## src/rtl/seg7_pkg.sv

```systemverilog
// Shared constants for the 7-segment driver: segment codes (gfedcba, active-low),
// irrigation mode codes, conversion FSM encoding and segment lookup helpers.
package seg7_pkg;

   localparam logic [6:0] SEG_BLANK = 7'h7F;
   localparam logic [6:0] SEG_A     = 7'h08;
   localparam logic [6:0] SEG_G     = 7'h42;
   localparam logic [6:0] SEG_E     = 7'h06;

   localparam logic [1:0] MODE_BLANK = 2'b00;
   localparam logic [1:0] MODE_A     = 2'b01;
   localparam logic [1:0] MODE_G     = 2'b10;
   localparam logic [1:0] MODE_E     = 2'b11;

   typedef enum logic [1:0] {
      ST_IDLE   = 2'd0,
      ST_SHIFT  = 2'd1,
      ST_COMMIT = 2'd2
   } state_e;

   function automatic logic [6:0] seg_digit(input logic [3:0] d);
      logic [6:0] s;
      case (d)
         4'd0:    s = 7'h40;
         4'd1:    s = 7'h79;
         4'd2:    s = 7'h24;
         4'd3:    s = 7'h30;
         4'd4:    s = 7'h19;
         4'd5:    s = 7'h12;
         4'd6:    s = 7'h02;
         4'd7:    s = 7'h78;
         4'd8:    s = 7'h00;
         4'd9:    s = 7'h10;
         default: s = SEG_BLANK;
      endcase
      return s;
   endfunction

   function automatic logic [6:0] seg_mode(input logic [1:0] m);
      logic [6:0] s;
      case (m)
         MODE_A:     s = SEG_A;
         MODE_G:     s = SEG_G;
         MODE_E:     s = SEG_E;
         MODE_BLANK: s = SEG_BLANK;
         default:    s = SEG_BLANK;
      endcase
      return s;
   endfunction

endpackage

```

## src/rtl/bin2bcd_seq.sv

```systemverilog
// Sequential double-dabble: 8-bit binary to 10-bit BCD, one shift per cycle after start.
// done is high during the eighth (final) shift cycle; bcd is valid the cycle after.
module bin2bcd_seq (
   input  logic       clk,
   input  logic       reset,
   input  logic       start,
   input  logic [7:0] bin,
   output logic       busy,
   output logic       done,
   output logic [9:0] bcd
);

   logic [7:0] r_bin;
   logic [9:0] r_bcd;
   logic [2:0] r_cnt;
   logic       r_busy;
   logic [3:0] w_units;
   logic [3:0] w_tens;

   // Hundreds never reaches 5 for an 8-bit input, so only tens and units need correction.
   assign w_units = (r_bcd[3:0] >= 4'd5) ? r_bcd[3:0] + 4'd3 : r_bcd[3:0];
   assign w_tens  = (r_bcd[7:4] >= 4'd5) ? r_bcd[7:4] + 4'd3 : r_bcd[7:4];

   always_ff @(posedge clk or posedge reset) begin
      if (reset) begin
         r_bin  <= '0;
         r_bcd  <= '0;
         r_cnt  <= '0;
         r_busy <= 1'b0;
      end else if (start) begin
         r_bin  <= bin;
         r_bcd  <= '0;
         r_cnt  <= '0;
         r_busy <= 1'b1;
      end else if (r_busy) begin
         r_bcd  <= {r_bcd[8], w_tens, w_units, r_bin[7]};
         r_bin  <= {r_bin[6:0], 1'b0};
         r_cnt  <= r_cnt + 3'd1;
         if (r_cnt == 3'd7)
            r_busy <= 1'b0;
      end
   end

   assign busy = r_busy;
   assign done = r_busy && (r_cnt == 3'd7);
   assign bcd  = r_bcd;

endmodule

```

## src/rtl/display7seg_driver.sv

```systemverilog
// Converts a captured value/mode to BCD (done 9 cycles after load) and scans four
// multiplexed digits on synchronised tick edges, with one blank cycle between digits.
module display7seg_driver
   import seg7_pkg::*;
(
   input  logic       clk,
   input  logic       reset,
   input  logic       tick,
   input  logic [7:0] value,
   input  logic [1:0] mode,
   input  logic       load,
   output logic       busy,
   output logic       done,
   output logic [6:0] seg,
   output logic [3:0] an
);

   logic       r_tick_s1, r_tick_s2, r_tick_s3;
   logic       w_scan_en;
   state_e     r_state, w_state_nxt;
   logic       w_start, w_commit;
   logic       w_bcd_busy, w_bcd_done;
   logic [9:0] w_bcd;
   logic [1:0] r_mode_cap;
   logic       r_disp_vld;
   logic [1:0] r_disp_mode;
   logic [9:0] r_disp_bcd;
   logic [1:0] r_idx, r_show;
   logic       r_started;
   logic [6:0] r_seg, w_seg_nxt;
   logic [3:0] r_an;
   logic [1:0] w_h;
   logic [3:0] w_t, w_u;

   always_ff @(posedge clk or posedge reset) begin
      if (reset) begin
         r_tick_s1 <= 1'b0;
         r_tick_s2 <= 1'b0;
         r_tick_s3 <= 1'b0;
      end else begin
         r_tick_s1 <= tick;
         r_tick_s2 <= r_tick_s1;
         r_tick_s3 <= r_tick_s2;
      end
   end

   assign w_scan_en = r_tick_s2 & ~r_tick_s3;

   always_ff @(posedge clk or posedge reset) begin
      if (reset)
         r_state <= ST_IDLE;
      else
         r_state <= w_state_nxt;
   end

   always_comb begin
      w_state_nxt = r_state;
      w_start     = 1'b0;
      w_commit    = 1'b0;
      case (r_state)
         ST_IDLE: begin
            if (load) begin
               w_start     = 1'b1;
               w_state_nxt = ST_SHIFT;
            end
         end
         ST_SHIFT: begin
            if (w_bcd_done)
               w_state_nxt = ST_COMMIT;
         end
         ST_COMMIT: begin
            w_commit    = 1'b1;
            w_state_nxt = ST_IDLE;
         end
         default: w_state_nxt = ST_IDLE;
      endcase
   end

   bin2bcd_seq u_bin2bcd (
      .clk   (clk),
      .reset (reset),
      .start (w_start),
      .bin   (value),
      .busy  (w_bcd_busy),
      .done  (w_bcd_done),
      .bcd   (w_bcd)
   );

   // The converter is busy exactly across SHIFT, so adding COMMIT covers all 9 cycles.
   assign busy = w_bcd_busy | (r_state == ST_COMMIT);
   assign done = w_commit;

   always_ff @(posedge clk or posedge reset) begin
      if (reset) begin
         r_mode_cap  <= MODE_BLANK;
         r_disp_vld  <= 1'b0;
         r_disp_mode <= MODE_BLANK;
         r_disp_bcd  <= '0;
      end else begin
         if (w_start)
            r_mode_cap <= mode;
         if (w_commit) begin
            r_disp_vld  <= 1'b1;
            r_disp_mode <= r_mode_cap;
            r_disp_bcd  <= w_bcd;
         end
      end
   end

   assign w_h = r_disp_bcd[9:8];
   assign w_t = r_disp_bcd[7:4];
   assign w_u = r_disp_bcd[3:0];

   always_comb begin
      w_seg_nxt = SEG_BLANK;
      if (r_disp_vld) begin
         case (r_show)
            2'd0: w_seg_nxt = seg_digit(w_u);
            2'd1: if (w_h != 2'd0 || w_t != 4'd0) w_seg_nxt = seg_digit(w_t);
            2'd2: if (w_h != 2'd0) w_seg_nxt = seg_digit({2'b00, w_h});
            default: w_seg_nxt = seg_mode(r_disp_mode);
         endcase
      end
   end

   // Each scan_en latches the digit to show next and blanks the outputs for one cycle;
   // the digit is re-evaluated every cycle after that so a coincident commit shows at once.
   always_ff @(posedge clk or posedge reset) begin
      if (reset) begin
         r_idx     <= 2'd0;
         r_show    <= 2'd0;
         r_started <= 1'b0;
         r_seg     <= SEG_BLANK;
         r_an      <= 4'hF;
      end else if (w_scan_en) begin
         r_show    <= r_idx;
         r_idx     <= r_idx + 2'd1;
         r_started <= 1'b1;
         r_seg     <= SEG_BLANK;
         r_an      <= 4'hF;
      end else if (r_started) begin
         r_seg <= w_seg_nxt;
         r_an  <= ~(4'b0001 << r_show);
      end
   end

   assign seg = r_seg;
   assign an  = r_an;

endmodule

```

## config.mk

```make
export PLATFORM = sky130hd
export DESIGN_NAME = display7seg_driver
export DESIGN_NICKNAME = d
export VERILOG_FILES = /design/src/rtl/seg7_pkg.sv /design/src/rtl/bin2bcd_seq.sv /design/src/rtl/display7seg_driver.sv
export SDC_FILE = /design/constraint.sdc
export NUM_CORES = 1
export LEC_CHECK = 0
export CORE_UTILIZATION = 42
export DETAILED_ROUTE_END_ITERATION = 16
export PLACE_DENSITY = 0.59
export SYNTH_ARGS = -nofsm -noshare
export SYNTH_HDL_FRONTEND = slang
export SYNTH_HIERARCHICAL = 1
export SYNTH_SLANG_ARGS = --single-unit
```

## constraint.sdc

```tcl
create_clock -name clk -period 1.82 [get_ports clk]
set_input_delay 0.364 -clock clk [delete_from_list [all_inputs] [get_ports clk]]
set_output_delay 0.364 -clock clk [all_outputs]
set_load 0.1 [all_outputs]
```

==> results.sh, run 1 <==
export IMPL_start_kind="flip-flop"
export IMPL_htreeDepth=3
export IMPL_routed_wl_mm=6.51
export IMPL_grt_pass1_vias=2415
export IMPL_antenna_cells=0
export IMPL_slew_headroom_pct=62.9
export IMPL_drv_slew=0
export IMPL_grt_use_total_pct=17.4
export IMPL_cp_arrival_ns=1.37
export IMPL_place_gp_congestion=0.884
export IMPL_dp_hpwl_mm=4.68
export IMPL_synth_top_area_cell="dfrtp_1"
export IMPL_regArea_sq_mm=0.00147
export IMPL_ys_seq_elements=58
export IMPL_rr_worst_depth=6
export IMPL_ys_warn_count=6
export IMPL_synth_top_cells_by_count="47 x dfrtp_1, 40 x nand2_1, 26 x o21ai_0, 21 x ha_1, 19 x nor2_1"
export IMPL_fp_dieW_um=90.1
export IMPL_async_flop_share_pct=100
export IMPL_std_cell_rows=31
export IMPL_r2r_end="seg[1]"
export IMPL_setup_viol=0
export IMPL_critPathRequiredTime_ns=1.46
export IMPL_fin_crit_ns=1.73
export IMPL_synth_nets=357
export IMPL_dp_cells=446
export IMPL_min_delay_start="r_tick_s1"
export IMPL_ant_nets=0
export IMPL_clockRootBuffer="clkbuf_8"
export IMPL_synth_edf_count=0
export IMPL_wl_per_cell_um=14.1
export IMPL_status="complete, no violations"
export IMPL_finClkSkew_ns=0.00595
export IMPL_min_path_type="reg -> reg"
export IMPL_hold_path_end="r_tick_s2"
export IMPL_drt_initial_drc_count=143
export IMPL_rsz0062_at_grt="no"
export IMPL_synth_seq_area_share_pct=45.0
export IMPL_cp_max_fo=2
export IMPL_synth_area_leaders="dfrtp_1 36%, dfstp_2 8.9%, ha_1 8.1%"
export IMPL_vias=2459
export IMPL_final_instance_count_excl_fill=463
export IMPL_rrSetupSlack_ns=0.12
export IMPL_num_fill_cells=676
export IMPL_yosysUniqueCellTypes=59
export IMPL_areaGrowthSynthToFinish_pct=22.9
export IMPL_crit_path_end_kind="output port"
export IMPL_numCtsBuffers=9
export IMPL_max_clock_freq_mhz=578
export IMPL_synth_top_area_share_pct=36.1
export IMPL_ios=27
export IMPL_worst_slew_pin_slew_ns=0.557
export IMPL_yosysMostFrequentCell="dfrtp_1"
export IMPL_antenna_found_initial=0
export IMPL_drt_pass1_iter_count=4
export IMPL_grt_max_degree=37
export IMPL_via_per_inst=5.31
export IMPL_min_path_cells=0
export IMPL_grt_overflow_total=0
export IMPL_grt_pass1_wl_mm=11.4
export IMPL_drc=0
export IMPL_die_h_um=90.1
export IMPL_multi_input_area_sq_mm=0.00163
export IMPL_leakage_nw=1.76
export IMPL_fin_crit_sh_pct=95.1
export IMPL_clock_sinks=58
export IMPL_cts_tree="yes"
export IMPL_ir_worst_vdd_uv=1190
export IMPL_io_buffers=26
export IMPL_holdWs_ns=0.348
export IMPL_die_area_sq_mm=0.00811
export IMPL_synthesis_area_sq_mm=0.00326
export IMPL_regToRegStartpoint="r_disp_bcd[0]"
export IMPL_core_sq_mm=0.00737
export IMPL_p_per_area_mw_per_mm2=1760
export IMPL_max_cap_violations=0
export IMPL_ys_flop_type="dfrtp_1"
export IMPL_syn_area_per_cell_sq_um=10.1
export IMPL_critical_path_class="reg -> out"
export IMPL_hold_viol=0
export IMPL_fin_nets=394
export IMPL_cts_buffer_depth=2
export IMPL_insertion_delay_ns=0.34
export IMPL_fin_tns_setup_ns=0
export IMPL_layout_drive_gt1_share_pct=22.0
export IMPL_clk_pin_slew_worst_paths_ns=0.06
export IMPL_syn_inst=322
export IMPL_start_util_pct=44.2
==> critical path: stages, from the launching register on <==
cell and delay (ns):
dfrtp_1 0.37, nor2b_2 0.18, or2_2 0.31, buf_12 0.17
==> flip-flops by register name, summed over array words and instances (netlist names), 2 cells and up <==
signal           count
r_idx                2
u_bin2bcd/r_cnt      3
r_disp_mode          2
r_disp_bcd          10
seg                  7
an                   4
r_show               2
r_state              2
u_bin2bcd/r_bin      8
u_bin2bcd/bcd       10
r_mode_cap           2
==> stage by stage <==
step	setup WS (ns)	utilization (%)	total power, mW	area, sq um
after floorplan	0.0968	-	4.95	3260
after global placement	-0.00144	51.8	5.95	3820
after detailed placement	-0.00722	51.8	6.01	3820
after CTS	0.0123	54.2	7.11	3990
after global routing	0.0171	54.3	7.56	4000
final	0.0893	54.3	7.05	4000
==> power breakdown <==
part           switching [mW]  internal [mW]
clock network           0.489          0.562
registers               0.527           1.84
logic                    2.06           1.57
==> cell usage in the layout (no fill, tap or decap), types with 5 or more instances in the layout <==
cell and instances:
nand3_1 6, nor2_1 19, dfstp_2 11, nand3b_1 5, nand2b_1 13, clkdlybuf4s50_1 13, buf_4 16, clkbuf_8 11
ha_1 21, buf_12 15, mux2_2 9, a21oi_1 8, nor2b_1 5, dfrtp_1 47, inv_1 16, nand2_1 40
o21ai_0 26, mux2i_1 13
==> area by class of cell <==
cell class,instances,area share [%]
clock buffer,13,3.97
clock inverter,3,0.375
inverter,16,1.50
multi-input combinational,230,40.7
sequential,58,36.6
tap,99,3.09
timing repair buffer,44,13.8
==> cell families (layout without fill, tap and decap cells) <==
logic type	Yosys count	in the layout	share of synthesized area, %
adder cells (fa/ha/maj)	21	21	8.07
AO/OA/AOI/OAI	70	70	15.1
AND/OR/NAND/NOR	114	114	18.7
buffers and inverters	34	76	5.22
multiplexers	22	22	7.11
flip-flops	58	58	45.0
XOR/XNOR	3	3	0.807
==> what timing repair did <==
item / in CTS / in global routing
gates resized for setup: 0 / 1
hold buffers: 0 / 0
setup endpoints to repair: 0 / 2
setup buffers: 0 / 1
==> layer usage <==
| metal | GRT usage [%] | share of wire, % | vias to the layer above |
|---|---|---|---|
| met4 | 7.66 | 2.1 | 0 |
| met5 | 0 | 0 | - |
| met2 | 27.0 | 47 | 39 |
| met1 | 23.1 | 48 | 1183 |
| li1 | - | - | 1223 |
| met3 | 4.23 | 3.1 | 14 |
==> how the worst max path moves through the flow <==
stage | startpoint | to | slack (ns) | depth (start not counted)
floorplan | r_state[0] | u_bin2bcd/r_bin[1] | 0.1 | 4
global placement | load | u_bin2bcd/bcd[1] | -0.001 | 6
detailed placement | load | u_bin2bcd/bcd[1] | -0.007 | 6
CTS | r_state[0] | done | 0.01 | 3
global route | r_disp_bcd[4] | seg[1] | 0.02 | 6
finish | r_state[1] | busy | 0.09 | 3
Power figures use the tool's default switching activity.
==> inputs of run 2 (changes only) <==
- DONT_BUFFER_PORTS: not set -> 1
- PLACE_DENSITY: 0.59 -> 0.55
==> results.sh, run 2 (synthesis gave the netlist of run 1 again) <==
export IMPL_wl_per_cell_um=15.5
export IMPL_cp_max_fo=4
export IMPL_dp_hpwl_mm=4.73
export IMPL_place_area_sq_mm=0.00344
export IMPL_swShare_pct=45.2
export IMPL_numCtsBuffers=9
export IMPL_critPathRequiredTime_ns=1.46
export IMPL_start_kind="flip-flop"
export IMPL_io_buffers=0
export IMPL_slew_headroom_pct=62.7
export IMPL_rr_worst_depth=6
export IMPL_layout_drive_gt1_share_pct=20.1
export IMPL_crit_path_end_kind="output port"
export IMPL_drc=0
export IMPL_fin_nets=368
export IMPL_grt_max_degree=37
export IMPL_core_sq_mm=0.00737
export IMPL_grt_use_total_pct=18.4
export IMPL_grt_pass1_wl_mm=11.6
export IMPL_power_mw=6.71
export IMPL_rsz0062_at_grt="no"
export IMPL_final_common_cell="dfrtp_1"
export IMPL_clkPwrFrac_pct=16.4
export IMPL_layout_common_cells="46 x dfrtp_1, 40 x nand2_1, 26 x o21ai_0, 21 x ha_1, 19 x nor2_1"
export IMPL_drt_pass1_iter_count=4
export IMPL_p_sw_mw=3.03
export IMPL_fp_dieW_um=90.1
export IMPL_max_clock_freq_mhz=572
export IMPL_ant_nets=0
export IMPL_critical_path_class="reg -> out"
export IMPL_die_h_um=90.1
export IMPL_fin_area_sq_mm=0.00363
export IMPL_setup_viol=0
export IMPL_drt_initial_drc_count=136
export IMPL_slowest_stage="dfrtp_1"
export IMPL_p_per_area_mw_per_mm2=1850
export IMPL_grt_overflow_total=0
export IMPL_p_int_mw=3.68
export IMPL_max_cap_violations=0
export IMPL_postCtsSetupBuffers=0
export IMPL_pwr_share_seq_pct=44.0
export IMPL_clockRootBuffer="clkbuf_8"
export IMPL_start_util_pct=44.2
export IMPL_routed_wl_mm=6.77
export IMPL_areaGrowthSynthToFinish_pct=11.4
export IMPL_status="complete, no violations"
export IMPL_setup_slack_ns=0.0723
export IMPL_vias=2358
export IMPL_place_gp_congestion=0.835
export IMPL_htreeDepth=3
export IMPL_regToRegStartpoint="r_disp_bcd[4]"
export IMPL_cp_arrival_ns=1.38
export IMPL_grt_pass1_vias=2268
export IMPL_clock_sinks=58
export IMPL_worst_slew_pin_slew_ns=0.559
export IMPL_ir_worst_vdd_uv=646
export IMPL_drv_slew=0
export IMPL_finClkSkew_ns=0.00409
export IMPL_fin_crit_ns=1.75
export IMPL_pwr_share_comb_pct=39.6
export IMPL_hold_viol=0
export IMPL_r2r_end="seg[1]"
export IMPL_cts_tree="yes"
export IMPL_clk_pin_slew_worst_paths_ns=0.06
export IMPL_final_util_pct=49.3
export IMPL_fin_tns_setup_ns=0
export IMPL_min_path_type="in -> async"
export IMPL_rrSetupSlack_ns=0.09
export IMPL_antenna_cells=0
export IMPL_antenna_found_initial=0
export IMPL_via_per_inst=5.40
export IMPL_dpl_worst_slack_ns=0.0736
export IMPL_cts_buffer_depth=2
export IMPL_std_cell_rows=31
export IMPL_cp_cell_sequence="nor2b_4 > or2_2 > buf_12"
export IMPL_fin_crit_sh_pct=96.0
export IMPL_max_stage_delay_ns=0.41
export IMPL_die_area_sq_mm=0.00811
export IMPL_ios=27
export IMPL_leakage_nw=1.58
export IMPL_insertion_delay_ns=0.33
## run 2: cell types whose count changed in the layout (fill, tap and decap cells not counted), sizes merged
cell           delta
clkdlybuf4s50    -13
clkinv            -1
buf              -14
clkbuf            +1
dlygate4sd3       +1
## run 2: layout make-up
| class | instances | area [sq um] |
|---|---|---|
| flip-flops and latches | 58 | 1470 |
| fillers | 691 | 3740 |
| repair buffers | 18 | 163 |
| well taps | 99 | 124 |
| clock inverters | 2 | 10.0 |
| clock buffers | 14 | 173 |
| multi-input cells | 230 | 1630 |
| inverters | 16 | 60.1 |
## run 2: per-stage QoR
step	instances	hold WS, ns
floorplan	322	0.331
finish	437	0.0238
global route	437	0.0235
detailed placement	420	0.318
CTS	437	0.0239
global placement	420	0.323
## run 2: how the worst max path moves through the flow
stage                         endpoint  cells after the start           start  slack (ns)
finish                            busy                      3      r_state[1]        0.07
CTS                               busy                      2  u_bin2bcd/busy        0.01
floorplan           u_bin2bcd/r_bin[1]                      4      r_state[0]         0.1
global route                    seg[1]                      6   r_disp_bcd[4]       0.006
global placement                seg[1]                      6   r_disp_bcd[5]        0.15
detailed placement              seg[1]                      6   r_disp_bcd[5]        0.07
## run 2: per-layer routing
metal,GRT usage [%],wire length (um)
met2,24.9,2890
met1,26.9,3480
met5,0,0
met4,7.39,76
met3,5.67,323
## run 2: critical path, delay by kind of cell, from the launching register on
family / cells / cell delay (ns)
buffers and inverters: 1 / 0.17
flip-flops: 1 / 0.41
AND/OR/NAND/NOR: 2 / 0.46
## run 2: repair_timing
| action | 4_1_cts | 5_1_grt |
|---|---|---|
| gates resized for setup | 0 | 2 |
| endpoints found under the hold margin | 22 | 0 |
| endpoints found under the setup margin | 0 | 4 |
| hold buffers | 1 | 0 |
## run 2: power by group through the flow
stage               logic, mW  clock network (mW)  registers, mW
floorplan                2.16                   0           2.79
global placement         2.62                   0           2.96
detailed placement       2.66                   0           2.97
CTS                      2.67                1.14           2.95
global route             3.00                1.21           3.04
finish                   2.65                1.10           2.95
